File: config.mk
export PLATFORM = sky130hd
export DESIGN_NAME = stream_bit_transpose
export DESIGN_NICKNAME = d
export VERILOG_FILES = /design/src/rtl/stream_bit_transpose.sv
export SDC_FILE = /design/constraint.sdc
export NUM_CORES = 1
export LEC_CHECK = 0
export CAP_MARGIN = 0
export CELL_PAD_IN_SITES_DETAIL_PLACEMENT = 1
export CELL_PAD_IN_SITES_GLOBAL_PLACEMENT = 2
export CORE_MARGIN = 5
export CORE_UTILIZATION = 37
export CTS_CLUSTER_SIZE = 10
export DETAILED_ROUTE_END_ITERATION = 12
export GPL_ROUTABILITY_DRIVEN = 1
export PLACE_DENSITY = 0.88
export REMOVE_ABC_BUFFERS = 1
export SYNTH_ARGS = -nofsm -noshare
export SYNTH_HDL_FRONTEND = slang
export SYNTH_SLANG_ARGS = --single-unit
export TNS_END_PERCENT = 5
File: constraint.sdc
create_clock -name clock -period 1.55 [get_ports clock]
set_input_delay 0.2325 -clock clock [delete_from_list [all_inputs] [get_ports clock]]
set_output_delay 0.2325 -clock clock [all_outputs]
set_load 0.01 [all_outputs]
File: src/rtl/stream_bit_transpose.sv
// Serial-to-parallel bit-matrix transposer: buffers NUM rows of IW bits, then emits IW columns of NUM bits.
// Define STREAM_TRANSPOSE_BITREV_EN to place row 0 in the output MSB instead of the LSB.
module stream_bit_transpose #(
    parameter int NUM = 8,
    parameter int IW  = 6
) (
    input  logic            clock,
    input  logic            rst,
    input  logic [IW-1:0]   in_data,
    input  logic            in_valid,
    input  logic            in_last,
    output logic            in_ready,
    output logic [NUM-1:0]  out_data,
    output logic            out_valid,
    output logic            out_last,
    input  logic            out_ready
);

    localparam int WW = (NUM > 1) ? $clog2(NUM) : 1;
    localparam int RW = (IW > 1) ? $clog2(IW) : 1;
    localparam logic [WW-1:0] WR_LAST = WW'(NUM - 1);
    localparam logic [RW-1:0] RD_LAST = RW'(IW - 1);

    typedef enum logic {FILL, DRAIN} state_t;

    state_t          state;
    logic [WW-1:0]   wr_cnt;
    logic [RW-1:0]   rd_cnt;
    logic [IW-1:0]   mem [NUM];
    logic            in_fire;
    logic            out_fire;

    assign in_fire  = in_valid && in_ready;
    assign out_fire = out_valid && out_ready;

    always_ff @(posedge clock or posedge rst) begin
        if (rst) begin
            state     <= FILL;
            wr_cnt    <= '0;
            rd_cnt    <= '0;
            in_ready  <= 1'b0;
            out_valid <= 1'b0;
            for (int r = 0; r < NUM; r++) begin
                mem[r] <= '0;
            end
        end else begin
            case (state)
                FILL: begin
                    in_ready <= 1'b1;
                    if (in_fire) begin
                        mem[wr_cnt] <= in_data;
                        if (wr_cnt == WR_LAST || in_last) begin
                            state     <= DRAIN;
                            in_ready  <= 1'b0;
                            out_valid <= 1'b1;
                            wr_cnt    <= '0;
                            rd_cnt    <= '0;
                        end else begin
                            wr_cnt <= wr_cnt + 1'b1;
                        end
                    end
                end
                DRAIN: begin
                    if (out_fire) begin
                        if (rd_cnt == RD_LAST) begin
                            // Clearing here keeps unwritten rows of a short next frame at zero.
                            state     <= FILL;
                            out_valid <= 1'b0;
                            in_ready  <= 1'b1;
                            rd_cnt    <= '0;
                            for (int r = 0; r < NUM; r++) begin
                                mem[r] <= '0;
                            end
                        end else begin
                            rd_cnt <= rd_cnt + 1'b1;
                        end
                    end
                end
                default: begin
                    state <= FILL;
                end
            endcase
        end
    end

    always_comb begin
        out_data = '0;
        out_last = 1'b0;
        if (state == DRAIN) begin
            for (int r = 0; r < NUM; r++) begin
`ifdef STREAM_TRANSPOSE_BITREV_EN
                out_data[r] = mem[NUM-1-r][rd_cnt];
`else
                out_data[r] = mem[r][rd_cnt];
`endif
            end
            out_last = (rd_cnt == RD_LAST);
        end
    end

endmodule
==> results.ini <==
[cells_and_area]
seq_area_um2=1429
nets=352
final_cell_mix=buf_4, dfrtp_1, mux2i_1, o2bb2ai_1, a22o_1
multiInputGateArea_um2=1588
syn2layout_area_growth_pct=34.60
drive_above_1_share_pct=39.53
n_antenna_cell=0
nFillCells=885
fin_area_um2=4244
final_util_pct=51.39
final_common_cell=buf_4

[cts]
clkTransAtPathRegs_ns=0.06
ctsHoldBuffers=0
cts_buffers=9
clk_latency_ns=0.34
cts.sink_count=57
cts-htree-levels=3
cts_max_path_buffers=2
cts-root-buf=clkbuf_8
cts_tree=yes

[yosys]
synth_area_leaders=dfrtp_1, mux2i_1, o2bb2ai_1, mux4_1, a22o_1
synth_seq_area_share_pct=45.24
async_reset_ff_share_pct=100.0
ys.flop_type=dfrtp_1
synth_edf_count=0
synthesis.area_um2=3153
syn_inst=254
yosysTopAreaCellShare_pct=45.24
synth_cell_type_count=47
synth-seq-cells=57
synth_area_per_cell_um2=12.41
yosysTopAreaCell=dfrtp_1
ys_warn_count=0

[timing]
fmax_ghz=0.5082
fin_crit_sh_pct=127.0
final.setup.tns_ns=-6.483
max_slew.worst_pin.slew_ns=0.4647
fin_skew_ns=0.008670
fin_ws_ns=-0.4179
final-setup-viol-count=51
max-slew-margin-rel_pct=68.96
layout_min_cycle_time_ns=1.968
hold_violations=0
drv_slew=0
rsz0062_at_grt=true

[floorplan]
start_util_pct=38.18
io_pins=22
die-area_um2=10470
fp.dieH_um=102.3
std_cell_rows=33
die_w_um=102.3
coreArea_um2=8258

[run_status]
violations=negative setup slack
status=complete, but fails checks

[flow_run]
maxCapViolCount=0

[worst_hold_path]
hp-class=input pin to async pin

[power]
cell_internal_pwr_w=0.005494
power.density_nw_per_um2=2015
power.switching_w=0.003059
p_clk_share_pct=20.4
ir_worst_vdd_uv=1036
seq_power_share_pct=28.1
swShare_pct=35.77
power_leakage_nw=1.936
combPwrFrac_pct=51.5

[global_routing]
grt_usage_pct=18.41
grt_pass1_wl_mm=14.61
grt_overflow=0
grt_max_degree=58
grt_pass1_vias=2712
grt_antenna_before_repair=0

[detailed_routing]
drt-wirelength-per-cell_um=20.02
first_pass_iters=4
antenna_left=0
vias_per_cell=5.528
wirelength_mm=8.988
drt_iter0_drc=84
drcViolationCount=0
vias=2482

[setup_path]
arrival_ns=1.74
slowest_stage=mux4_2
worstPathMaxFanout=8
crit_chain=buf_6 -> buf_12 -> mux4_2 -> inv_2 -> o22ai_2 -> buf_2
cp.required_ns=1.32
criticalPathCategory=flop to primary output
cp-end-kind=primary output
cp-start-kind=flop
crit_path_max_incr_delay_ns=0.50

[place]
io_buffers=21
dp_hpwl_mm=6.204
place_area_um2=3934
routabilityCongestion=0.7751

Yosys cell counts, types with 2 or more instances:
master / count
nand3_1: 3
dfrtp_1: 57
buf_4: 4
o22ai_1: 8
and3b_1: 2
ha_1: 2
nor2_1: 2
a21boi_0: 6
nand4_1: 2
inv_1: 9
mux4_1: 5
buf_1: 3
o2bb2ai_1: 27
mux4_2: 3
a21o_1: 2
a22oi_2: 2
nor3b_4: 2
buf_6: 5
buf_2: 8
nor2b_1: 8
nand2_1: 7
o21ai_0: 3
a22o_1: 12
and3_1: 8
mux2i_1: 36
mux2_2: 6
a32o_1: 2
logic make-up after synthesis:
group | count (synthesis) | synth area share (%)
fa+ha+maj | 2 | 0.7935
compound gates | 69 | 18.37
xor+xnor | 1 | 0.2778
simple gates | 45 | 9.882
flops | 57 | 45.24
buf+inv | 30 | 5.555
mux | 50 | 19.88
per-layer routing:
metal / part of all wire (%) / vias up / global-route usage, %
li1: - / 1157 / -
met4: 1.0 / 0 / 6.054
met3: 2.0 / 8 / 2.457
met1: 46 / 1289 / 23.99
met2: 51 / 28 / 31.63
met5: 0 / - / 0
layout make-up:
class	instances	share of cell area [%]
Tap cell	105	3.096
Timing Repair Buffer	95	19.28
Sequential cell	57	33.67
Clock buffer	11	3.331
Inverter	9	0.7960
Multi-Input combinational cell	167	37.41
Clock inverter	5	2.417
sequential cells by signal (all words and copies together) (netlist names):
register	count
mem	48
rd_cnt	3
wr_cnt	3
in_ready	1
out_valid	1
state	1
per-stage QoR:
step | instances | total power, W | setup WS (ns) | hold slack, ns
after floorplan | 233 | 0.004498 | -0.5228 | 0.3940
after global placement | 428 | 0.006440 | -0.4625 | 0.4844
after detailed placement | 428 | 0.006605 | -0.4645 | 0.4862
after CTS | 447 | 0.008484 | -0.4349 | 0.2739
after global routing | 449 | 0.009059 | -0.5094 | 0.2922
final | 449 | 0.008553 | -0.4179 | 0.2737
worst paths after layout:
path	depth (start not counted)	endpoint	slack [ns]	start
setup reg to reg	8	mem[47]	-0.11	rd_cnt[0]
hold reg to reg	1	mem[35]	0.50	mem[35]
hold / removal	3	rd_cnt[2]	0.27	rst
min in group clock	1	mem[35]	0.50	mem[35]
max in group asynchronous	3	in_ready	1.01	rst
setup / recovery	6	out_data[7]	-0.42	rd_cnt[0]
critical path: cells and delay by family, from the launching register on:
kind	cells	cell delay (ns)
muxes	1	0.50
buffers and inverters	4	0.46
DFF	1	0.37
AOI/OAI and AO/OA	1	0.07
timing repair:
action	4_1_cts	5_1_grt
gates resized for setup	60	13
setup endpoints to repair	59	62
pin swaps	12	8
setup buffers	3	2
power groups by stage:
stage | clock [W] | sequential, W | combinational, W
2_1_floorplan | 0 | 0.00258 | 0.00192
3_3_place_gp | 0 | 0.00238 | 0.00406
3_5_place_dp | 0 | 0.00241 | 0.00420
4_1_cts | 0.00177 | 0.00241 | 0.00431
5_1_grt | 0.00186 | 0.00247 | 0.00473
6_report | 0.00174 | 0.00240 | 0.00441
(Power assumes the default switching activity.)
